`src/rtl/matrix_feeder_skew.sv`:
```
// Operand staging for the SxS systolic array: holds A by rows and B by
// columns, then replays them as diagonally skewed wavefronts.
module matrix_feeder_skew #(
  parameter int N = 2,
  parameter int S = 8
) (
  input  logic                 clk,
  input  logic                 rst,
  input  logic                 wr_en,
  input  logic                 wr_sel,
  input  logic [$clog2(S)-1:0] wr_row,
  input  logic [S*N-1:0]       wr_data,
  input  logic                 start,
  output logic                 busy,
  output logic                 done,
  output logic                 sn,
  output logic [S*N-1:0]       A0,
  output logic [S*N-1:0]       B0
);

  localparam int W  = S * N;
  localparam int RW = $clog2(S);
  localparam int TW = $clog2(3 * S - 2);
  localparam logic [TW-1:0] T_LAST = TW'(3 * S - 3);

  typedef enum logic [1:0] {
    ST_IDLE,
    ST_CLR,
    ST_STREAM,
    ST_DONE
  } state_t;

  state_t          r_state;
  logic [TW-1:0]   r_t;
  logic            r_busy;
  logic            r_done;
  logic            r_sn;
  logic [W-1:0]    r_a0;
  logic [W-1:0]    r_b0;

  // r_a[i][k] = A[i][k], r_b[k][j] = B[k][j]
  logic [N-1:0]    r_a [S][S];
  logic [N-1:0]    r_b [S][S];

  state_t          w_ns;
  logic [TW-1:0]   w_nt;
  logic [W-1:0]    w_a_nxt;
  logic [W-1:0]    w_b_nxt;
  logic            w_row_ok;
  logic            w_wr;
  int              w_d;

  assign w_row_ok = ({1'b0, wr_row} < (RW + 1)'(S));
  assign w_wr     = wr_en && w_row_ok && (r_state == ST_IDLE);

  always_ff @(posedge clk or negedge rst) begin
    if (!rst) begin
      for (int i = 0; i < S; i++) begin
        for (int k = 0; k < S; k++) begin
          r_a[i][k] <= '0;
          r_b[i][k] <= '0;
        end
      end
    end else if (w_wr) begin
      for (int k = 0; k < S; k++) begin
        if (!wr_sel) begin
          r_a[wr_row][k] <= wr_data[W-1-k*N -: N];
        end else begin
          r_b[k][wr_row] <= wr_data[W-1-k*N -: N];
        end
      end
    end
  end

  always_comb begin
    w_ns = r_state;
    w_nt = '0;
    unique case (r_state)
      ST_IDLE: begin
        if (start) w_ns = ST_CLR;
      end
      ST_CLR: begin
        w_ns = ST_STREAM;
      end
      ST_STREAM: begin
        if (r_t == T_LAST) w_ns = ST_DONE;
        else w_nt = r_t + 1'b1;
      end
      ST_DONE: begin
        w_ns = ST_IDLE;
      end
      default: begin
        w_ns = ST_IDLE;
      end
    endcase
  end

  // Lane values for the upcoming cycle; drain slots fall out of range
  always_comb begin
    w_a_nxt = '0;
    w_b_nxt = '0;
    w_d     = 0;
    if (w_ns == ST_STREAM) begin
      for (int i = 0; i < S; i++) begin
        w_d = int'(w_nt) - i;
        if (w_d >= 0 && w_d < S) begin
          w_a_nxt[W-1-i*N -: N] = r_a[i][w_d[RW-1:0]];
          w_b_nxt[W-1-i*N -: N] = r_b[w_d[RW-1:0]][i];
        end
      end
    end
  end

  always_ff @(posedge clk or negedge rst) begin
    if (!rst) begin
      r_state <= ST_IDLE;
      r_t     <= '0;
      r_busy  <= 1'b0;
      r_done  <= 1'b0;
      r_sn    <= 1'b0;
      r_a0    <= '0;
      r_b0    <= '0;
    end else begin
      r_state <= w_ns;
      r_t     <= w_nt;
      r_busy  <= (w_ns != ST_IDLE);
      r_done  <= (w_ns == ST_DONE);
      r_sn    <= (w_ns == ST_CLR);
      r_a0    <= w_a_nxt;
      r_b0    <= w_b_nxt;
    end
  end

  assign busy = r_busy;
  assign done = r_done;
  assign sn   = r_sn;
  assign A0   = r_a0;
  assign B0   = r_b0;

endmodule
```
`config.mk`:
```
export PLATFORM = sky130hd
export DESIGN_NAME = matrix_feeder_skew
export DESIGN_NICKNAME = d
export VERILOG_FILES = /design/src/rtl/matrix_feeder_skew.sv
export SDC_FILE = /design/constraint.sdc
export NUM_CORES = 1
export LEC_CHECK = 0
export BUFFER_PORTS_ARGS = -buffer_cell sky130_fd_sc_hd__buf_2
export CORE_MARGIN = 3
export CORE_UTILIZATION = 35
export CTS_BUF_LIST = sky130_fd_sc_hd__clkbuf_4
export DETAILED_ROUTE_END_ITERATION = 10
export GPL_TIMING_DRIVEN = 0
export HOLD_SLACK_MARGIN = 0.03
export PLACE_DENSITY = 0.5
export SETUP_SLACK_MARGIN = 0.05
export SLEW_MARGIN = 20
export SYNTH_ARGS = -nofsm -noshare
export SYNTH_HDL_FRONTEND = slang
export SYNTH_SLANG_ARGS = --single-unit
```
`constraint.sdc`:
```
create_clock -name clk -period 4 [get_ports clk]
set_input_delay 0.6 -clock clk [delete_from_list [all_inputs] [get_ports clk]]
set_output_delay 0.6 -clock clk [all_outputs]
set_load 0.02 [all_outputs]
```
* Word-level counts from Yosys, hierarchy flattened
Index checks and enable logic that the tools add are counted.
** Storage, ports and cells
- Input port bits :: 24
- Logic and storage cells :: 318
- Output and inout bits :: 35
- Register bits after elaboration :: 298
** Cells by class
- $add $sub $neg :: 8
- Eq/ne operators :: 7
- $lt $le $gt $ge :: 26
- Muxes and demuxes :: 120
- Bitwise gates (word level) :: 9
- Reductions and logical operators :: 13
** Operators by type and width (number)
- 2-to-1 mux 128 bit :: 15
- bitwise mux 128 bit :: 8
- binary-select mux 16 bit (select 3 bit) :: 8
- demux 16 bit (select 3 bit) :: 8
- bitwise mux 16 bit :: 8
- 2-to-1 mux 16 bit :: 5
- 2-to-1 mux 2 bit :: 38
- binary-select mux 2 bit (select 3 bit) :: 8
- greater-or-equal comparator 6 x 1 -> 1 bit, second input constant :: 7
- < comparator 6 x 5 -> 1 bit, second input constant :: 7
- 2-to-1 mux 14 bit :: 3
- greater-or-equal comparator 4 bit, second input constant :: 9
- 2-to-1 mux 12 bit :: 3
- NOT 3 -> 4 bit :: 9
- 2-to-1 mux 10 bit :: 3
- 2-to-1 mux 8 bit :: 3
- subtractor 5 x 3 -> 6 bit, second input constant :: 4
- 2-to-1 mux 6 bit :: 3
- 2-to-1 mux 4 bit :: 3
- subtractor 5 x 2 -> 6 bit, second input constant :: 2
- logical AND 1 bit :: 10
- 2-to-1 mux 5 bit :: 2
- == test 2 bit, second input constant :: 4
- one-hot mux 2 bit (4 select lines) :: 1
- 11 further kinds :: 12

* Longest topological paths before layout
Gate-level depths: netlist of run 1.
- Word-level depth :: 28
- Depth in mapped cells :: 12
- Mapped depth without buffers :: 11

* Least setup slack after synthesis of run 1
No wires, ideal clock.
- Kind :: reg2reg
- From :: register r_t[0]
- To :: register r_a0[13], in the netlist A0[13]
- Setup slack :: 0.681 ns
- Path buffers :: 4
- Library setup time :: 0.136 ns
- Stages on the path, launching flop included :: 12
- Data arrival time :: 3.183 ns
- Clock period less this slack :: 3.319 ns
- Required time :: 3.864 ns
- Cell sequence :: dfrtp_1 -> ha_1 -> and4b_4 -> or3_1 -> buf_6 -> clkbuf_1 -> ha_1 -> buf_2 -> buf_1 -> mux4_2 -> a211oi_1 -> nor3_1
** On the way
- Cells in the longest elaborated chain, start to end :: 10
- Elaborated cells on any way between the ends :: 17
- Classes of those cells :: add/sub: 2; order compare: 2; eq/ne: 2; mux: 9; bitwise: 1; reduce/logical: 1
** Ends and longest elaborated chain
- start, declared :: RTL line 34 : logic [TW-1:0] r_t;
- start signal, assigned :: RTL line 125 : r_t <= w_nt;
- adder 5 x 1 -> 5 bit or == test 5 bit (tied branches) :: RTL line 87, 86
- 2-to-1 mux 5 bit :: RTL line 86 : if (r_t == T_LAST) w_ns = ST_DONE;
- 2-to-1 mux 5 bit :: RTL line 78 : unique case (r_state)
- subtractor 5 x 1 -> 6 bit :: RTL line 105 : w_d = int'(w_nt) - i;
- NOT 3 -> 4 bit (implied by the code) :: RTL line 107 : w_a_nxt[W-1-i*N -: N] = r_a[i][w_d[RW-1:0]];
- binary-select mux 2 bit (select 3 bit) :: RTL line 107
- 2-to-1 mux 2 bit (implied by the code) (2 in series) :: RTL line 107
- 2-to-1 mux 2 bit :: RTL line 106 : if (w_d >= 0 && w_d < S) begin
- 2-to-1 mux 16 bit * :: RTL line 103 : if (w_ns == ST_STREAM) begin
- via w_a_nxt[13] :: RTL line 47 : logic [W-1:0] w_a_nxt;
- end signal, assigned :: RTL line 129 : r_a0 <= w_a_nxt;
- end, declared :: RTL line 38 : logic [W-1:0] r_a0;
The timed path passes the listed nets; every way through them passes the cells marked *. The select of a mux whose other input is x is not followed.
A chain may end at the register's enable or synchronous reset.

* Final worst setup path of run 1
Ends and elaborated chain as after synthesis.

==> insert_results.sql, run 1 <==
INSERT INTO impl_metrics (metric_group, metric, value, unit) VALUES
('sta', 'final-hold-violation-count', '0', ''),
('synth', 'netlist.area_leader.share', '54.4', '%'),
('sta', 'timing.final.max_slew_violations', '0', ''),
('synth', 'share_of_async_settable_or_async_resettable_flops_after_synthesis', '100', '%'),
('sta', 'layout_worst_path_cycle_share', '89.0', '%'),
('finish', 'leading_cell_type_in_the_layout_fill_and_taps_excluded', 'sky130_fd_sc_hd__dfrtp_1', ''),
('finish', 'layout.cells.non_filler', '1727', ''),
('placed_design', 'detailedPlace.worstSlack', '-431', 'ps'),
('synth', 'syn-instance-count', '1003', ''),
('synth', 'mapped_area', '13700', 'µm²'),
('synth', 'postSynthNetCount', '1036', ''),
('placed_design', 'final_weighted_congestion_in_routability_driven_placement', '0.844', ''),
('finish', 'final_instance_area', '15800', 'µm²'),
('min_path', 'hold_path_class', 'in2reg', ''),
('synth', 'ys_types', '57', ''),
('finish', 'layout.core_utilization', '41.6', '%'),
('floorplan', 'core_region_area', '38100', 'µm²'),
('clock_tree', 'post-cts-setup-buffers', '0', ''),
('grt', 'track_usage', '19.8', '%'),
('critical_path', 'crit_slowest_cell', 'sky130_fd_sc_hd__mux4_2', ''),
('placed_design', 'dpl_cell_area', '14700', 'µm²'),
('synth', 'synth_flop_cell', 'sky130_fd_sc_hd__dfrtp_1', ''),
('critical_path', 'timing_worst_setup_path_type', 'reg2reg', ''),
('sta', 'finClkSkew', '38.0', 'ps'),
('routing', 'dr.first_iter.drc_count', '632', ''),
('sta', 'grt_setup_unrepaired', 'no', ''),
('outcome', 'status', 'finished, final reports clean', ''),
('placed_design', 'dp_cells', '1573', ''),
('routing', 'route.antenna.remaining_nets', '0', ''),
('floorplan', 'x_dimension_of_the_die', '204', 'µm'),
('run', 'cap_viol_max_count', '0', ''),
('placed_design', 'port_buffers', '56', ''),
('grt', 'antenna_violations_before_repair', '2', ''),
('sta', 'max_slew_margin', '25.3', '%'),
('critical_path', 'worstSetupEndpointType', 'flop', ''),
('grt', 'grt_pass1_wl', '61500', 'µm'),
('synth', 'synth_warnings', '0', ''),
('critical_path', 'path_max_fanout', '10', ''),
('floorplan', 'floorplan.die_area', '41600', 'µm²'),
('routing', 'vias_per_cell', '5.35', ''),
('clock_tree', 'htreeDepth', '3', ''),
('clock_tree', 'clkSlewWorstSetupHoldPaths', '60', 'ps'),
('clock_tree', 'cts_tree', 'built', ''),
('pwr', 'vdd_ir_drop_max', '0.362', 'mV'),
('pwr', 'power_density', '777', 'nW/µm²'),
('floorplan', 'floorplan.initialDensity', '36.0', '%'),
('critical_path', 'worst_path_most_repeated_cell', 'sky130_fd_sc_hd__ha_1', ''),
('synth', 'synth.avg_cell_area', '13.7', 'µm²'),
('finish', 'fillCellCount', '3630', ''),
('finish', 'mostFrequentLayoutCells', '298 x sky130_fd_sc_hd__dfrtp_1, 258 x sky130_fd_sc_hd__mux2_2, 128 x sky130_fd_sc_hd__clkbuf_4', ''),
('routing', 'detail_route.wl_per_cell', '23.5', 'µm'),
('grt', 'grt_start_max_net_pins', '96', ''),
('sta', 'setup_viol', '0', ''),
('sta', 'hold_slack', '252', 'ps'),
('synth', 'synth_area_leader_cell', 'sky130_fd_sc_hd__dfrtp_1', ''),
('pwr', 'p_leak', '0.00726', 'µW'),
('grt', 'gr-total-overflow', '0', ''),
('grt', 'grt_pass1_vias', '9717', ''),
('routing', 'route.vias.total', '9239', ''),
('routing', 'postRouteWirelength', '40500', 'µm'),
('sta', 'period_needed', '3560', 'ps'),
('sta', 'final_critical_path_setup_slack', '441', 'ps'),
('clock_tree', 'clock_buffer_depth', '3', ''),
('placed_design', 'detailedPlacementHpwl', '26000', 'µm'),
('synth', 'synth-edff-count', '0', ''),
('finish', 'final_layout_net_count', '1183', ''),
('critical_path', 'worstSetupStartpointType', 'flop', ''),
('critical_path', 'cp.buffers_inverters', '2', ''),
('critical_path', 'critical_path_required', '4590', 'ps'),
('critical_path', 'path_cells', 'ha_1 > nand4b_1 > nand2_1 > ha_1 > buf_2 > clkdlybuf4s15_2 > mux4_2 > a211oi_1 > nor3_1', ''),
('routing', 'drt-pass1-iter-count', '5', '');
state kept, by name (all words and copies together) (netlist names):
register	cells
A0	16
B0	16
busy	1
done	1
r_a	128
r_b	128
r_state	2
r_t	5
sn	1
final timing paths:
kind	startpoint	endpoint	slack, ps	depth (start not counted)
worst max-delay path	r_t[0]$_DFF_PN0_	A0[13]$_DFF_PN0_	440	9
worst min-delay path	wr_data[13]	r_b[103]$_DFFE_PN0P_	250	2
worst max register to register	r_t[0]$_DFF_PN0_	A0[13]$_DFF_PN0_	440	9
worst min register to register	r_a[47]$_DFFE_PN0P_	r_a[47]$_DFFE_PN0P_	500	1
max in group asynchronous	rst	r_a[97]$_DFFE_PN0P_	2420	4
min in group asynchronous	rst	A0[11]$_DFF_PN0_	350	2
metrics by stage:
step | power [µW] | TNS [ps]
global route | 13200 | 0
finish | 12300 | 0
CTS | 12500 | 0
detailed placement | 9540 | -3690
global placement | 9430 | -1075120
floorplan | 8150 | 0
repair_timing:
| item | 4_1_cts | 5_1_grt |
|---|---|---|
| hold buffers | 1 | 0 |
| gates resized for setup | 3 | 2 |
| endpoints found under the hold margin | 44 | 0 |
| endpoints found under the setup margin | 12 | 4 |
synth_stat cells (9+ instances only):
master,n
sky130_fd_sc_hd__dfrtp_1,298
sky130_fd_sc_hd__mux2_2,258
sky130_fd_sc_hd__nand2_1,79
sky130_fd_sc_hd__clkbuf_1,50
sky130_fd_sc_hd__mux2i_1,41
sky130_fd_sc_hd__mux4_2,32
sky130_fd_sc_hd__a32o_1,24
sky130_fd_sc_hd__nor2_1,20
sky130_fd_sc_hd__a211oi_1,19
sky130_fd_sc_hd__nor3_1,19
sky130_fd_sc_hd__and2_1,16
sky130_fd_sc_hd__inv_1,11
sky130_fd_sc_hd__buf_2,9
sky130_fd_sc_hd__ha_1,9
sky130_fd_sc_hd__o21ai_0,9
per-layer routing:
| metal | vias up | global-route usage [%] | wire, µm |
|---|---|---|---|
| met2 | 260 | 31.2 | 19000 |
| met1 | 4885 | 27.9 | 18700 |
| met4 | 0 | 5.58 | 603 |
| met3 | 44 | 4.11 | 2240 |
| met5 | - | 0 | 0 |
| li1 | 4050 | - | - |
kinds of logic (layout without fill, tap and decap cells):
| kind of cell | Yosys count | in the layout | share of synthesized area, % |
|---|---|---|---|
| AND/OR/NAND/NOR | 188 | 188 | 6.80 |
| adder cells (fa/ha/maj) | 9 | 9 | 0.821 |
| multiplexers | 331 | 331 | 29.4 |
| XOR/XNOR | 6 | 6 | 0.438 |
| AO/OA/AOI/OAI | 87 | 87 | 5.16 |
| flip-flops | 298 | 298 | 54.4 |
| buffers and inverters | 84 | 296 | 2.98 |
| other | 0 | 1 | 0 |
power breakdown:
| part | internal, µW | switching [µW] | total, µW |
|---|---|---|---|
| clock network | 1520 | 1330 | 2850 |
| registers | 4240 | 610 | 4850 |
| logic | 2310 | 2300 | 4610 |
layout make-up:
cell class                      instances  area [µm²]  area share [%]
Antenna cell                            1        2.50          0.0158
Buffer                                 70         363            2.29
Clock buffer                          128         961            6.06
Clock inverter                         25         129           0.813
Inverter                               13        53.8           0.339
Multi-Input combinational cell        621        5860            37.0
Sequential cell                       298        7460            47.1
Tap cell                              511         639            4.03
Timing Repair Buffer                   60         383            2.42
Power figures use the tool's default switching activity.
==> inputs of run 2 (changes only) <==
--- a/config.mk
+++ b/config.mk
@@ -7,12 +7,12 @@
 export LEC_CHECK = 0
 export BUFFER_PORTS_ARGS = -buffer_cell sky130_fd_sc_hd__buf_2
 export CORE_MARGIN = 3
-export CORE_UTILIZATION = 35
+export CORE_UTILIZATION = 64
 export CTS_BUF_LIST = sky130_fd_sc_hd__clkbuf_4
 export DETAILED_ROUTE_END_ITERATION = 10
 export GPL_TIMING_DRIVEN = 0
 export HOLD_SLACK_MARGIN = 0.03
-export PLACE_DENSITY = 0.5
+export PLACE_DENSITY = 0.82
 export SETUP_SLACK_MARGIN = 0.05
 export SLEW_MARGIN = 20
 export SYNTH_ARGS = -nofsm -noshare
==> insert_results.sql, run 2 (synthesis gave the netlist of run 1 again) <==
INSERT INTO impl_metrics (metric_group, metric, value, unit) VALUES
('floorplan', 'core_region_area', '20600', 'µm²'),
('floorplan', 'rows', '52', ''),
('routing', 'postRouteWirelength', '36100', 'µm'),
('sta', 'layout_worst_path_cycle_share', '88.8', '%'),
('sta', 'timing.final.max_slew_violations', '0', ''),
('critical_path', 'worst_ep_arrival_time', '4040', 'ps'),
('grt', 'grt_pass1_vias', '9840', ''),
('run', 'cap_viol_max_count', '0', ''),
('pwr', 'totalPowerFinal', '11900', 'µW'),
('critical_path', 'critical_path.max_stage_delay', '890', 'ps'),
('critical_path', 'path_cells', 'inv_1 > ha_1 > buf_2 > clkbuf_1 > nand2_1 > ha_1 > inv_1 > nor3_1 > o21ai_0 > nor3_1', ''),
('sta', 'finClkSkew', '22.5', 'ps'),
('critical_path', 'worstSetupStartpointType', 'flop', ''),
('clock_tree', 'clock_buffer_depth', '3', ''),
('routing', 'drt-pass1-iter-count', '5', ''),
('grt', 'track_usage', '31.5', '%'),
('grt', 'grt_start_max_net_pins', '97', ''),
('floorplan', 'design.portCount', '59', ''),
('clock_tree', 'clk_latency_worst_skew_pair', '680', 'ps'),
('placed_design', 'dpl_cell_area', '14400', 'µm²'),
('placed_design', 'detailedPlacementHpwl', '23000', 'µm'),
('placed_design', 'detailedPlace.worstSlack', '-234', 'ps'),
('sta', 'grt_setup_unrepaired', 'no', ''),
('finish', 'fillCellCount', '1333', ''),
('floorplan', 'floorplan.die_area', '23200', 'µm²'),
('clock_tree', 'clkSlewWorstSetupHoldPaths', '60', 'ps'),
('critical_path', 'cp.buffers_inverters', '4', ''),
('clock_tree', 'cts_tree', 'built', ''),
('pwr', 'p_leak', '0.00713', 'µW'),
('critical_path', 'crit_family', 'buffers and inverters', ''),
('clock_tree', 'cell_at_the_root_of_the_clock_tree', 'sky130_fd_sc_hd__clkbuf_4', ''),
('placed_design', 'port_buffers', '56', ''),
('finish', 'final_instance_area', '15300', 'µm²'),
('sta', 'period_needed', '3550', 'ps'),
('grt', 'gr-total-overflow', '0', ''),
('min_path', 'hold_path_class', 'in2reg', ''),
('sta', 'final-hold-violation-count', '0', ''),
('grt', 'antenna_violations_before_repair', '2', ''),
('finish', 'final_layout_net_count', '1172', ''),
('sta', 'fmax', '282', 'MHz'),
('floorplan', 'chipHeight', '152', 'µm'),
('critical_path', 'path_max_fanout', '10', ''),
('sta', 'setup_viol', '0', ''),
('sta', 'hold_slack', '325', 'ps'),
('placed_design', 'final_weighted_congestion_in_routability_driven_placement', '0.907', ''),
('floorplan', 'x_dimension_of_the_die', '152', 'µm'),
('clock_tree', 'htreeDepth', '3', ''),
('routing', 'drc_violations', '0', ''),
('routing', 'route.antenna.remaining_nets', '0', ''),
('clock_tree', 'post-cts-setup-buffers', '0', ''),
('routing', 'detail_route.wl_per_cell', '24.8', 'µm'),
('routing', 'dr.first_iter.drc_count', '913', ''),
('routing', 'vias_per_cell', '6.51', ''),
('critical_path', 'worstSetupEndpointType', 'flop', ''),
('finish', 'syn_to_final_growth', '11.7', '%'),
('floorplan', 'floorplan.initialDensity', '66.5', '%'),
('sta', 'max_slew_margin', '19.6', '%'),
('pwr', 'vdd_ir_drop_max', '0.456', 'mV'),
('finish', 'layout.core_utilization', '74.3', '%'),
('outcome', 'status', 'finished, final reports clean', ''),
('sta', 'final_critical_path_setup_slack', '448', 'ps'),
('routing', 'route.vias.total', '9465', ''),
('pwr', 'power_density', '778', 'nW/µm²'),
('finish', 'largest_registers', 'r_a (128), r_b (128)', ''),
('grt', 'grt_pass1_wl', '56200', 'µm'),
('critical_path', 'critical_path_required', '4490', 'ps'),
('finish', 'final_layout_size_suffix_gt1_share', '40.9', '%'),
('critical_path', 'crit_slowest_cell', 'sky130_fd_sc_hd__o21ai_0', ''),
('critical_path', 'timing_worst_setup_path_type', 'reg2reg', ''),
('finish', 'leading_cell_type_in_the_layout_fill_and_taps_excluded', 'sky130_fd_sc_hd__dfrtp_1', ''),
('sta', 'tightestPinTransition', '1210', 'ps'),
('finish', 'mostFrequentLayoutCells', '298 x sky130_fd_sc_hd__dfrtp_1, 258 x sky130_fd_sc_hd__mux2_2, 107 x sky130_fd_sc_hd__clkbuf_4', ''),
('clock_tree', 'cts_made_buffers', '76', ''),
('clock_tree', 'numClockSinks', '298', '');
-- run 2: changes by cell type in the layout (fill, tap and decap cells not counted), sizes merged --
cell           before  now
clkbuf            177  155
clkinv             19   15
inv                16   12
clkinvlp            2    0
clkdlybuf4s15       1    0
diode               1    2
-- run 2: layout make-up --
| cell class | instances | area [µm²] | share of cell area (%) |
|---|---|---|---|
| flip-flops and latches | 298 | 7460 | 48.7 |
| well taps | 270 | 338 | 2.20 |
| multi-input cells | 621 | 5860 | 38.2 |
| plain buffers | 69 | 353 | 2.30 |
| clock buffers | 106 | 796 | 5.19 |
| diodes | 2 | 5.00 | 0.0327 |
| clock inverters | 15 | 82.6 | 0.539 |
| inverters | 13 | 53.8 | 0.351 |
| repair buffers | 60 | 383 | 2.50 |
-- run 2: worst paths after layout --
path	from	endpoint	slack, ps	depth (start not counted)
worst max-delay path	r_state[0]$_DFF_PN0_	B0[7]$_DFF_PN0_	450	10
worst min-delay path	wr_data[8]	r_b[74]$_DFFE_PN0P_	330	2
worst max register to register	r_state[0]$_DFF_PN0_	B0[7]$_DFF_PN0_	450	10
worst min register to register	r_b[95]$_DFFE_PN0P_	r_b[95]$_DFFE_PN0P_	500	1
max in group asynchronous	rst	r_a[126]$_DFFE_PN0P_	2850	3
min in group asynchronous	rst	r_a[62]$_DFFE_PN0P_	390	2
-- run 2: power breakdown --
part           switching [µW]  internal, µW  total (µW)
Combinational            2270          2300        4570
Sequential                656          4240        4900
Clock                    1190          1270        2460
Total                    4110          7810       11900
-- run 2: metal layers --
| layer | global-route usage (%) | wire, µm | vias up |
|---|---|---|---|
| met5 | 0 | 13 | - |
| met3 | 7.73 | 3400 | 84 |
| li1 | - | - | 3987 |
| met2 | 46.9 | 16400 | 516 |
| met1 | 45.0 | 15100 | 4876 |
| met4 | 13.4 | 1220 | 2 |
-- run 2: repair_timing --
action / CTS / global route
endpoints found under the hold margin: 32 / 0
gates resized for setup: 1 / 2
hold buffers: 1 / 0
endpoints found under the setup margin: 12 / 3
-- run 2: metrics by stage --
stage / instances / setup TNS (ps)
floorplan: 1003 / 0
global placement: 1329 / -920770
detailed placement: 1332 / -1120
CTS: 1453 / 0
global route: 1453 / 0
finish: 1454 / 0
==> inputs of run 3 (changes only) <==
--- a/config.mk
+++ b/config.mk
@@ -6,13 +6,14 @@
 export NUM_CORES = 1
 export LEC_CHECK = 0
 export BUFFER_PORTS_ARGS = -buffer_cell sky130_fd_sc_hd__buf_2
+export CORE_ASPECT_RATIO = 1.4
 export CORE_MARGIN = 3
-export CORE_UTILIZATION = 64
+export CORE_UTILIZATION = 42
 export CTS_BUF_LIST = sky130_fd_sc_hd__clkbuf_4
 export DETAILED_ROUTE_END_ITERATION = 10
 export GPL_TIMING_DRIVEN = 0
 export HOLD_SLACK_MARGIN = 0.03
-export PLACE_DENSITY = 0.82
+export PLACE_DENSITY = 0.58
 export SETUP_SLACK_MARGIN = 0.05
 export SLEW_MARGIN = 20
 export SYNTH_ARGS = -nofsm -noshare
==> insert_results.sql, run 3 (synthesis gave the netlist of run 1 again) <==
INSERT INTO impl_metrics (metric_group, metric, value, unit) VALUES
('clock_tree', 'cts_tree', 'built', ''),
('finish', 'area.sequential', '7460', 'µm²'),
('pwr', 'power_density', '774', 'nW/µm²'),
('finish', 'leading_cell_type_in_the_layout_fill_and_taps_excluded', 'sky130_fd_sc_hd__dfrtp_1', ''),
('finish', 'fillCellCount', '2859', ''),
('sta', 'tightestPinTransition', '1060', 'ps'),
('grt', 'gr-total-overflow', '0', ''),
('critical_path', 'timing_worst_setup_path_type', 'reg2reg', ''),
('finish', 'syn_to_final_growth', '13.9', '%'),
('routing', 'route.vias.total', '8937', ''),
('pwr', 'power_switching_share', '34.0', '%'),
('min_path', 'holdCritStartpoint', 'wr_data[15]', ''),
('critical_path', 'crit_slowest_cell', 'sky130_fd_sc_hd__buf_1', ''),
('critical_path', 'worst_ep_arrival_time', '4230', 'ps'),
('critical_path', 'worst_path_most_repeated_cell', 'sky130_fd_sc_hd__ha_1', ''),
('clock_tree', 'clock_buffer_depth', '3', ''),
('routing', 'vias_per_cell', '5.51', ''),
('sta', 'finClkSkew', '58.1', 'ps'),
('clock_tree', 'cell_at_the_root_of_the_clock_tree', 'sky130_fd_sc_hd__clkbuf_4', ''),
('grt', 'grt_pass1_vias', '9433', ''),
('clock_tree', 'htreeDepth', '3', ''),
('critical_path', 'worstSetupStartpointType', 'flop', ''),
('finish', 'largest_registers', 'r_a (128), r_b (128)', ''),
('finish', 'final_layout_net_count', '1173', ''),
('floorplan', 'design.portCount', '59', ''),
('clock_tree', 'post-cts-setup-buffers', '0', ''),
('pwr', 'internal-power', '7970', 'µW'),
('floorplan', 'floorplan.initialDensity', '43.0', '%'),
('min_path', 'min_delay_path_depth', '2', ''),
('critical_path', 'worstReg2RegEnd', 'B0[0]$_DFF_PN0_', ''),
('finish', 'final_layout_size_suffix_gt1_share', '41.7', '%'),
('clock_tree', 'clkSlewWorstSetupHoldPaths', '80', 'ps'),
('min_path', 'hold_end', 'r_b[117]$_DFFE_PN0P_', ''),
('placed_design', 'port_buffers', '56', ''),
('sta', 'setup_viol', '0', ''),
('clock_tree', 'cts_made_buffers', '76', ''),
('floorplan', 'rows', '77', ''),
('critical_path', 'worstSetupEndpointType', 'flop', ''),
('routing', 'postRouteWirelength', '37400', 'µm'),
('critical_path', 'regToRegSetupSlack', '370', 'ps'),
('sta', 'period_needed', '3630', 'ps'),
('run', 'cap_viol_max_count', '0', ''),
('routing', 'detail_route.wl_per_cell', '23.1', 'µm'),
('pwr', 'vdd_ir_drop_max', '0.305', 'mV'),
('sta', 'grt_setup_unrepaired', 'no', ''),
('pwr', 'totalPowerFinal', '12100', 'µW'),
('critical_path', 'r2r_start', 'r_t[0]$_DFF_PN0_', ''),
('placed_design', 'detailedPlacementHpwl', '24800', 'µm'),
('sta', 'fmax', '276', 'MHz'),
('grt', 'antenna_violations_before_repair', '3', ''),
('sta', 'timing.final.max_slew_violations', '0', ''),
('clock_tree', 'numClockSinks', '298', ''),
('sta', 'max_slew_margin', '29.0', '%'),
('pwr', 'p_leak', '0.00718', 'µW'),
('routing', 'drc_violations', '0', ''),
('floorplan', 'chipHeight', '220', 'µm'),
('routing', 'dr.first_iter.drc_count', '502', ''),
('pwr', 'seqPwrFrac', '40.1', '%'),
('floorplan', 'floorplan.die_area', '34900', 'µm²'),
('pwr', 'power.switching', '4110', 'µW'),
('floorplan', 'core_region_area', '31900', 'µm²'),
('finish', 'mostFrequentLayoutCells', '298 x sky130_fd_sc_hd__dfrtp_1, 258 x sky130_fd_sc_hd__mux2_2, 108 x sky130_fd_sc_hd__clkbuf_4', ''),
('critical_path', 'timing.reg2reg.worst_path_depth', '10', ''),
('grt', 'grt_pass1_wl', '57000', 'µm'),
('grt', 'grt_start_max_net_pins', '97', ''),
('sta', 'tns', '0', 'ps'),
('pwr', 'clock_power_share', '21.9', '%'),
('pwr', 'share_comb_of_total_power', '38.0', '%'),
('routing', 'route.antenna.remaining_nets', '0', ''),
('critical_path', 'critical_path_required', '4610', 'ps'),
('routing', 'drt-pass1-iter-count', '5', ''),
('grt', 'track_usage', '21.8', '%'),
('sta', 'layout_worst_path_cycle_share', '90.7', '%'),
('finish', 'area_of_the_multi_input_gates', '5860', 'µm²'),
('placed_design', 'final_weighted_congestion_in_routability_driven_placement', '0.857', ''),
('clock_tree', 'clk_latency_worst_skew_pair', '770', 'ps'),
('sta', 'final-hold-violation-count', '0', ''),
('critical_path', 'path_max_fanout', '16', ''),
('critical_path', 'path_cells', 'ha_1 > and4b_4 > or3_1 > buf_6 > ha_1 > buf_1 > clkbuf_2 > mux4_2 > mux2i_1 > nor3_1', ''),
('critical_path', 'critical_path.max_stage_delay', '490', 'ps'),
('floorplan', 'x_dimension_of_the_die', '159', 'µm'),
('outcome', 'status', 'finished, final reports clean', ''),
('min_path', 'hold_path_class', 'in2reg', '');
==> run 3: repair_timing <==
action,4_1_cts,5_1_grt
resized for setup,3,0
endpoints found under the hold margin,40,0
hold buffers,1,0
endpoints found under the setup margin,12,0
==> run 3: cell type report <==
cell class | instances | share of cell area (%)
sequential | 298 | 47.7
multi-input combinational | 621 | 37.5
clock buffer | 108 | 5.19
tap | 434 | 3.48
timing repair buffer | 60 | 2.45
buffer | 70 | 2.31
clock inverter | 16 | 0.913
inverter | 13 | 0.344
antenna | 1 | 0.0160
==> run 3: worst max-delay path: cells and delay by family, from the launching register on <==
kind / cells / cell delay (ps)
simple gates: 3 / 690
flops: 1 / 460
mux: 2 / 610
buf+inv: 3 / 1110
fa+ha+maj: 2 / 600
==> run 3: routing by layer <==
layer | global-route usage [%] | up-vias | wire, µm
li1 | - | 3993 | -
met1 | 28.1 | 4649 | 16000
met2 | 36.6 | 228 | 18600
met3 | 3.80 | 63 | 1690
met4 | 9.11 | 4 | 1040
met5 | 0 | - | 31
==> run 3: power by group through the flow <==
stage	sequential, µW	clock [µW]	combinational, µW
floorplan	4740	0	3410
global placement	4850	0	4540
detailed placement	4890	0	4630
CTS	4840	2730	4640
global route	4990	2870	4970
finish	4850	2640	4590
==> run 3: per-stage QoR <==
step | hold WS, ps | setup WS [ps] | area (µm²) | cells | util [%]
floorplan | 304 | 681 | 13700 | 1003 | -
global placement | 479 | -3430 | 14500 | 1493 | 45.6
detailed placement | 489 | -465 | 14600 | 1496 | 45.9
CTS | 170 | 330 | 15600 | 1620 | 49.0
global route | 222 | 204 | 15600 | 1621 | 49.0
finish | 226 | 372 | 15600 | 1621 | 49.0
==> run 3: worst max-delay path by stage <==
stage | startpoint | endpoint | cells past startpoint
2_1_floorplan | r_t[0]$_DFF_PN0_ | A0[13]$_DFF_PN0_ | 11
3_3_place_gp | rst | A0[13]$_DFF_PN0_ | 1
3_5_place_dp | r_t[0]$_DFF_PN0_ | A0[13]$_DFF_PN0_ | 11
4_1_cts | r_t[0]$_DFF_PN0_ | B0[9]$_DFF_PN0_ | 10
5_1_grt | r_t[0]$_DFF_PN0_ | A0[4]$_DFF_PN0_ | 10
6_report | r_t[0]$_DFF_PN0_ | B0[0]$_DFF_PN0_ | 10
